==> src/rtl/crop_frame_ctrl.sv <==
// crop_frame_ctrl
//   Frame-level sequencer for the capture crop path. A start request arms the
//   block. It then waits for the next frame origin and measures one frame,
//   building the bounding box of every pixel at or above the latched
//   threshold. On the frame after that, it passes only the pixels inside the
//   box.
//
// Ports
//   iCLK, iRST             pixel clock, async active-low reset
//   iSTART, iTHRESH        sequence request + threshold (latched on accept)
//   iDVAL, iDATA           sensor pixel stream
//   oBUSY                  sequence in progress (ARM/MEASURE/CROP)
//   oDONE, oNOTFOUND       end-of-sequence pulse / empty-box flag
//   oXSTART..oYEND         latched crop box
//   oDVAL, oDATA           cropped pixel stream (1-cycle latency)
//   oX_Cont, oY_Cont       coordinates of the pixel on oDATA
module crop_frame_ctrl #(
    parameter int H_ACTIVE = 640,
    parameter int V_ACTIVE = 480
) (
    input  logic        iCLK,
    input  logic        iRST,
    input  logic        iSTART,
    input  logic [9:0]  iTHRESH,
    input  logic        iDVAL,
    input  logic [9:0]  iDATA,
    output logic        oBUSY,
    output logic        oDONE,
    output logic        oNOTFOUND,
    output logic [15:0] oXSTART,
    output logic [15:0] oXEND,
    output logic [15:0] oYSTART,
    output logic [15:0] oYEND,
    output logic        oDVAL,
    output logic [9:0]  oDATA,
    output logic [15:0] oX_Cont,
    output logic [15:0] oY_Cont
);

    typedef enum logic [1:0] {S_IDLE, S_ARM, S_MEAS, S_CROP} state_t;

    state_t      state_q;
    logic [15:0] x_q, y_q;
    logic [9:0]  thresh_q;
    logic        found_q, found_d;
    logic [15:0] minx_q, maxx_q, miny_q, maxy_q;
    logic [15:0] minx_d, maxx_d, miny_d, maxy_d;
    logic [15:0] xs_q, xe_q, ys_q, ye_q;
    logic        busy_q, done_q, nf_q, odval_q;
    logic [9:0]  odata_q;
    logic [15:0] ox_q, oy_q;

    logic x_end, y_end, origin, last_px, qual, in_win;

    assign x_end   = (x_q == 16'(H_ACTIVE - 1));
    assign y_end   = (y_q == 16'(V_ACTIVE - 1));
    assign origin  = iDVAL && (x_q == 16'd0) && (y_q == 16'd0);
    assign last_px = iDVAL && x_end && y_end;
    assign qual    = iDVAL && (iDATA >= thresh_q);
    assign in_win  = (x_q >= xs_q) && (x_q <= xe_q) && (y_q >= ys_q) && (y_q <= ye_q);

    // Min/max tracker. The origin beat (taken in ARM) seeds the trackers
    // directly so nothing from a previous sequence leaks into the compare.
    always_comb begin
        found_d = found_q;
        minx_d  = minx_q;
        maxx_d  = maxx_q;
        miny_d  = miny_q;
        maxy_d  = maxy_q;
        if (state_q == S_ARM) begin
            found_d = qual;
            minx_d  = x_q;
            maxx_d  = x_q;
            miny_d  = y_q;
            maxy_d  = y_q;
        end else if (qual) begin
            if (!found_q) begin
                found_d = 1'b1;
                minx_d  = x_q;
                maxx_d  = x_q;
                miny_d  = y_q;
                maxy_d  = y_q;
            end else begin
                if (x_q < minx_q) minx_d = x_q;
                if (x_q > maxx_q) maxx_d = x_q;
                if (y_q < miny_q) miny_d = y_q;
                if (y_q > maxy_q) maxy_d = y_q;
            end
        end
    end

    always_ff @(posedge iCLK or negedge iRST) begin
        if (!iRST) begin
            state_q  <= S_IDLE;
            x_q      <= '0;
            y_q      <= '0;
            thresh_q <= '0;
            found_q  <= 1'b0;
            minx_q   <= '0;
            maxx_q   <= '0;
            miny_q   <= '0;
            maxy_q   <= '0;
            xs_q     <= '0;
            xe_q     <= '0;
            ys_q     <= '0;
            ye_q     <= '0;
            busy_q   <= 1'b0;
            done_q   <= 1'b0;
            nf_q     <= 1'b0;
            odval_q  <= 1'b0;
            odata_q  <= '0;
            ox_q     <= '0;
            oy_q     <= '0;
        end else begin
            done_q  <= 1'b0;
            nf_q    <= 1'b0;
            odval_q <= 1'b0;

            // Raster position runs in every state, stepping only on beats.
            if (iDVAL) begin
                if (x_end) begin
                    x_q <= '0;
                    y_q <= y_end ? 16'd0 : y_q + 16'd1;
                end else begin
                    x_q <= x_q + 16'd1;
                end
            end

            case (state_q)
                S_IDLE: begin
                    // done_q high means the sequence only just ended; the
                    // request is dropped rather than chaining a new run.
                    if (iSTART && !done_q) begin
                        thresh_q <= iTHRESH;
                        busy_q   <= 1'b1;
                        state_q  <= S_ARM;
                    end
                end
                S_ARM: begin
                    if (origin) begin
                        found_q <= found_d;
                        minx_q  <= minx_d;
                        maxx_q  <= maxx_d;
                        miny_q  <= miny_d;
                        maxy_q  <= maxy_d;
                        state_q <= S_MEAS;
                    end
                end
                S_MEAS: begin
                    if (iDVAL) begin
                        found_q <= found_d;
                        minx_q  <= minx_d;
                        maxx_q  <= maxx_d;
                        miny_q  <= miny_d;
                        maxy_q  <= maxy_d;
                        if (last_px) begin
                            if (found_d) begin
                                xs_q    <= minx_d;
                                xe_q    <= maxx_d;
                                ys_q    <= miny_d;
                                ye_q    <= maxy_d;
                                state_q <= S_CROP;
                            end else begin
                                done_q  <= 1'b1;
                                nf_q    <= 1'b1;
                                busy_q  <= 1'b0;
                                state_q <= S_IDLE;
                            end
                        end
                    end
                end
                S_CROP: begin
                    if (iDVAL && in_win) begin
                        odval_q <= 1'b1;
                        odata_q <= iDATA;
                        ox_q    <= x_q;
                        oy_q    <= y_q;
                    end
                    if (last_px) begin
                        done_q  <= 1'b1;
                        busy_q  <= 1'b0;
                        state_q <= S_IDLE;
                    end
                end
                default: state_q <= S_IDLE;
            endcase
        end
    end

    assign oBUSY     = busy_q;
    assign oDONE     = done_q;
    assign oNOTFOUND = nf_q;
    assign oXSTART   = xs_q;
    assign oXEND     = xe_q;
    assign oYSTART   = ys_q;
    assign oYEND     = ye_q;
    assign oDVAL     = odval_q;
    assign oDATA     = odata_q;
    assign oX_Cont   = ox_q;
    assign oY_Cont   = oy_q;

endmodule

==> config.mk <==
export PLATFORM = sky130hd
export DESIGN_NAME = crop_frame_ctrl
export DESIGN_NICKNAME = d
export VERILOG_FILES = /design/src/rtl/crop_frame_ctrl.sv
export SDC_FILE = /design/constraint.sdc
export NUM_CORES = 1
export LEC_CHECK = 0
export ABC_CLOCK_PERIOD_IN_PS = 4560
export BUFFER_PORTS_ARGS = -buffer_cell sky130_fd_sc_hd__clkbuf_2
export CAP_MARGIN = 20
export CORE_MARGIN = 4
export CORE_UTILIZATION = 40
export CTS_CLUSTER_DIAMETER = 50
export DETAILED_ROUTE_END_ITERATION = 10
export GPL_TIMING_DRIVEN = 0
export HOLD_SLACK_MARGIN = 0.15
export PLACE_DENSITY_LB_ADDON = 0.12
export SETUP_SLACK_MARGIN = 0.02
export SKIP_LAST_GASP = 1
export SLEW_MARGIN = 30
export SYNTH_ARGS = -nofsm -noshare
export SYNTH_HDL_FRONTEND = slang
export SYNTH_SLANG_ARGS = --single-unit
==> constraint.sdc <==
create_clock -name iCLK -period 4.56 [get_ports iCLK]
set_input_delay 1.368 -clock iCLK [delete_from_list [all_inputs] [get_ports iCLK]]
set_output_delay 1.368 -clock iCLK [all_outputs]
set_load 0.01 [all_outputs]
[Word-level counts from Yosys, hierarchy flattened]
Index checks and enable logic that the tools add are counted.
Storage, ports and cells
  flip-flop bits (word level): 219
  output and inout port bits: 110
Operators by class
  add/subtract/negate cells: 2
  order comparisons: 9
  equal/unequal tests: 11
  muxes and demuxes: 56
  reductions and logical operators: 23
Operators with widths (number)
  $mux W16: 26
  $pmux W16 S2: 4
  $add A16 B1 Y16 const B: 2
  $ge A16 B16 Y1: 2
  $gt A16 B16 Y1: 2
  $le A16 B16 Y1: 2
  $logic_not A16 Y1: 2
  $lt A16 B16 Y1: 2
  $eq A16 B10 Y1 const B: 1
  $eq A16 B9 Y1 const B: 1
  $mux W1: 16
  $mux W2: 6
  $ne A2 B2 Y1 const B: 6
  $ge A10 B10 Y1: 1
  $logic_and A1 B1 Y1: 10
  $pmux W2 S4: 1
  $reduce_and A2 Y1: 3
  $reduce_and A6 Y1: 1
  $reduce_and A5 Y1: 1
  $eq A2 B2 Y1 const B: 2
  $pmux W1 S2: 2
  $reduce_and A4 Y1: 1
  $pmux W1 S3: 1
  $reduce_and A3 Y1: 1
  5 further kinds: 5

[Depth between registers and ports, before layout]
  depth in word-level cells: 8
  mapped depth: 13
  depth with buffers taken out: 9

[Least setup slack after synthesis]
No wires, ideal clock.
  kind: input -> register
  from: input port iDATA[0]
  to: register xs_q[0] (netlist: oXSTART[0])
  data arrival time: 3.359 ns
  data required time: 4.428 ns
  slack: 1.069 ns
  cell stages on the path: 10
  buffers on the path: 1
  cell sequence: inv_1 > ha_1 > nand2b_1 > a31oi_1 > o21ai_0 > a211oi_1 > clkbuf_1 > nor2_1 > mux2i_1 > o21ai_1
On the way
  cells in the longest elaborated chain, start to end: 5
  elaborated cells between the ends (all ways): 7
RTL lines
  start, declared: RTL line 26  | input logic [9:0] iDATA,
  $ge A10 B10 Y1 *: RTL line 59  | assign qual = iDVAL && (iDATA >= thresh_q);
  $logic_and A1 B1 Y1 *: RTL line 59
  $mux W1: RTL line 76  | end else if (qual) begin
  $mux W1: RTL line 70  | if (state_q == S_ARM) begin
  $reduce_and A4 Y1 (no line)
  end signal, assigned: RTL line 158  | xs_q <= minx_d;
  end, declared: RTL line 48  | logic [15:0] xs_q, xe_q, ys_q, ye_q;
Mark *: on every way between the ends. The rest lies on a longest branch, timed or not.
A chain may end at the register's enable or synchronous reset.

[Worst setup path in the final report]
  from: input port iDATA[0]
  to: register ys_q[12] (netlist: oYSTART[12])
On the way
  cells in the longest elaborated chain, start to end: 5
  elaborated cells between the ends (all ways): 7
RTL lines
  $ge A10 B10 Y1 *: RTL line 59
  $logic_and A1 B1 Y1 *: RTL line 59
  $mux W1: RTL line 76
  $mux W1: RTL line 70
  $reduce_and A4 Y1 (no line)
  end signal, assigned: RTL line 160  | ys_q <= miny_d;
  end, declared: RTL line 48
Marks and branches as above.

==> flow_metrics.py <==
metrics = {
    "placed_design": {
        "detailedPlace.worstSlack_ns": -0.0252,
        "detailed_place.area_sq_um": 13600,
        "detailed_place_hpwl_um": 25300,
        "gp_routability_congestion": 0.822,
        "place_inst": 1723,
        "place.port_buffers": 133,
    },
    "critical_path": {
        "timing.reg2reg.setup_slack_ns": 0.65,
        "crit_required_ns": 4.98,
        "arrival_ns": 4.50,
        "crit_path_end_kind": "flop",
        "crit_fanout": 10,
        "setup.worst_path.class": "primary input to flop",
        "critical_path.startpoint_type": "primary input",
    },
    "routing": {
        "detailedRoute.firstIterationViolations": 454,
        "drt_wl_total_um": 33900,
        "avgRoutedWirePerCell_um": 19.0,
        "route.antenna.remaining_nets": 0,
        "vias_per_cell": 5.29,
        "drc": 0,
        "detailedRoute.firstPassIterationCount": 4,
        "num_vias": 9423,
    },
    "logic_synthesis": {
        "area_leader_netlist": "sky130_fd_sc_hd__dfrtp_1",
        "yosysTopAreaCellShare_pct": 44.5,
        "synthFlopType": "sky130_fd_sc_hd__dfrtp_1",
        "avgSynthCellArea_sq_um": 10.3,
        "synth.yosys.seq_area_share_pct": 44.5,
        "leading_post_synthesis_cells_by_cell_area": "sky130_fd_sc_hd__dfrtp_1 45%, sky130_fd_sc_hd__ha_1 14%, sky130_fd_sc_hd__mux2_2 7.1%",
        "mappedNetlistNets": 1361,
        "number_of_warnings_reported_in_the_yosys_synthesis_log": 0,
        "syn-cell-area_sq_um": 12300,
        "distinct_cells_synth": 56,
        "count_of_flip_flops_with_a_built_in_enable_after_synthesis": 0,
        "netlist_instances": 1197,
        "ys_async_sr_fraction_pct": 100,
        "synth-seq-cells": 219,
    },
    "sta": {
        "timing_hold_violations_final": 0,
        "report.final.slew_viol_count": 0,
        "max_slew.worst_pin.slew_ns": 0.902,
        "finalCriticalPeriod_ns": 4.08,
        "achievable-frequency_mhz": 245,
        "maxSlewHeadroom_pct": 39.7,
        "fin_ws_ns": 0.482,
        "fin_setup_tns_ns": 0,
        "timing.clock.skew_ns": 0.0227,
        "rsz_0062_raised_after_global_routing": "false",
        "timing.final.setup_violations": 0,
        "period_share_pct": 89.4,
    },
    "run_status": {
        "status": "completed",
    },
    "clock_tree": {
        "path_clk_slew_ns": 0.06,
        "cts_hold_buf": 0,
        "post-cts-setup-buffers": 0,
        "clk_latency_ns": 0.50,
        "tritoncts.num_buffers": 34,
        "clock_tree.buffer_depth": 3,
        "clock_tree.htree_level_count": 2,
        "clock-sinks": 219,
        "cts_resized": 0,
        "cts_root_buf": "sky130_fd_sc_hd__clkbuf_16",
        "cts_tree": "built",
    },
    "finish": {
        "mostFrequentLayoutCell": "sky130_fd_sc_hd__dfrtp_1",
        "num-nets-final": 1533,
        "final_cell_mix": "219 x sky130_fd_sc_hd__dfrtp_1, 145 x sky130_fd_sc_hd__inv_1, 140 x sky130_fd_sc_hd__ha_1",
        "areaGrowthSynthToFinish_pct": 18.9,
        "layout_cell_share_with_drive_strength_beyond_1_pct": 23.6,
        "final_cell_count_no_fill": 1782,
        "post-route-cell-area_sq_um": 14600,
        "number_of_filler_cells_placed_in_the_layout": 2835,
        "inserted_diodes": 0,
    },
    "floorplanning": {
        "floorplan.core_area_sq_um": 30000,
        "pin_count": 134,
        "starting_density_of_the_core_pct": 41.0,
        "fp.dieW_um": 183,
        "die_outline_area_sq_um": 33600,
        "std_cell_rows": 63,
        "fp.dieH_um": 183,
    },
    "flow_run": {
        "maxCapViolations": 0,
    },
    "grt": {
        "antenna_violations_before_repair": 0,
        "overall_fraction_of_global_route_tracks_in_use_pct": 20.5,
        "grt_start_max_net_pins": 74,
        "globalRouteOverflowTotal": 0,
        "first_global_vias": 9693,
        "grt_first_pass_wirelength_um": 55000,
    },
    "pwr": {
        "post-layout-total-power_uw": 5270,
        "cellLeakagePower_uw": 0.00734,
        "ir_drop_mv": 0.204,
        "pwr_density_cell_nw_per_um2": 360,
    },
    "worst_hold_path": {
        "timing.hold.worst.class": "flop to flop",
    },
}
logic make-up after synthesis:
kind of cell | count (synthesis) | synth area share [%]
compound gates | 246 | 12.7
mux | 108 | 9.66
buf+inv | 189 | 6.34
fa+ha+maj | 140 | 14.2
simple gates | 274 | 11.1
flops | 219 | 44.5
xor+xnor | 21 | 1.49
report_power, final:
| part | internal, uW | leakage (uW) | total, uW | switching [uW] |
|---|---|---|---|---|
| clock network | 1510 | 0.000522 | 2450 | 935 |
| logic | 270 | 0.00398 | 724 | 454 |
| registers | 2020 | 0.00284 | 2100 | 84.5 |
| total | 3800 | 0.00734 | 5270 | 1470 |
state kept, by name, summed over array words and instances, names as in the netlist, 10 cells and up:
register,cells
oY_Cont,16
maxy_q,16
y_q,16
x_q,16
oXSTART,16
oXEND,16
minx_q,16
oDATA,10
maxx_q,16
oYSTART,16
miny_q,16
thresh_q,10
oYEND,16
oX_Cont,16
cell usage after synthesis (all sizes together), types with 2 or more instances:
cell,n
nor3,15
a21oi,55
a21o,5
and4,3
buf,22
nor2,34
nand4,23
a41oi,6
a22o,16
or4,2
o31ai,19
a31oi,5
nor2b,9
nor4,8
nor3b,3
and3,13
xor2,2
nand2b,6
a22oi,2
mux2i,22
clkbuf,22
or2,2
ha,140
o21a,3
a211oi,10
nand2,123
o211ai,5
dfrtp,219
inv,145
xnor2,19
mux2,86
a21boi,2
o2bb2ai,4
o21ai,105
nand3,27
a211o,3
or3,3
layout make-up:
cell class / instances / area, sq um / area share (%)
multi-input cells: 789 / 6070 / 41.5
flip-flops and latches: 219 / 5480 / 37.4
clock buffers: 43 / 936 / 6.39
repair buffers: 136 / 757 / 5.17
inverters: 145 / 544 / 3.72
well taps: 390 / 488 / 3.33
plain buffers: 44 / 236 / 1.62
clock inverters: 16 / 128 / 0.872
final timing paths:
check | start | to | cells past startpoint
min in group asynchronous | iRST | oY_Cont[5] | 1
worst min register to register | minx_q[15] | oXSTART[15] | 1
worst max-delay path | iDATA[0] | oYSTART[12] | 11
worst min-delay path | minx_q[15] | oXSTART[15] | 1
worst max register to register | y_q[0] | oY_Cont[13] | 9
max in group asynchronous | iRST | oX_Cont[13] | 4
critical path, stage by stage:
cell                       delay (ns)
sky130_fd_sc_hd__clkbuf_2        0.09
sky130_fd_sc_hd__inv_1           0.04
sky130_fd_sc_hd__ha_1            0.27
sky130_fd_sc_hd__nand2b_1        0.15
sky130_fd_sc_hd__a31oi_1         0.17
sky130_fd_sc_hd__o21ai_0         0.23
sky130_fd_sc_hd__a211oi_1        0.74
sky130_fd_sc_hd__nor2_1          0.20
sky130_fd_sc_hd__nand2_1         0.41
sky130_fd_sc_hd__clkbuf_1        0.58
sky130_fd_sc_hd__a22o_1          0.25
routing by layer:
layer,track usage [%],share of wire (%),vias up
met5,0,0,-
met4,4.20,1.7,0
met3,3.78,4.7,45
met2,31.9,44,189
met1,30.2,49,4631
li1,-,-,4558
per-stage QoR:
stage / hold slack [ns] / utilization [%]
after detailed placement: 0.485 / 45.2
after global placement: 0.473 / 44.8
after global routing: 0.517 / 48.7
after floorplan: 0.466 / -
final: 0.496 / 48.7
after CTS: 0.499 / 48.7
Note: power is estimated with default switching activity, not from simulation.
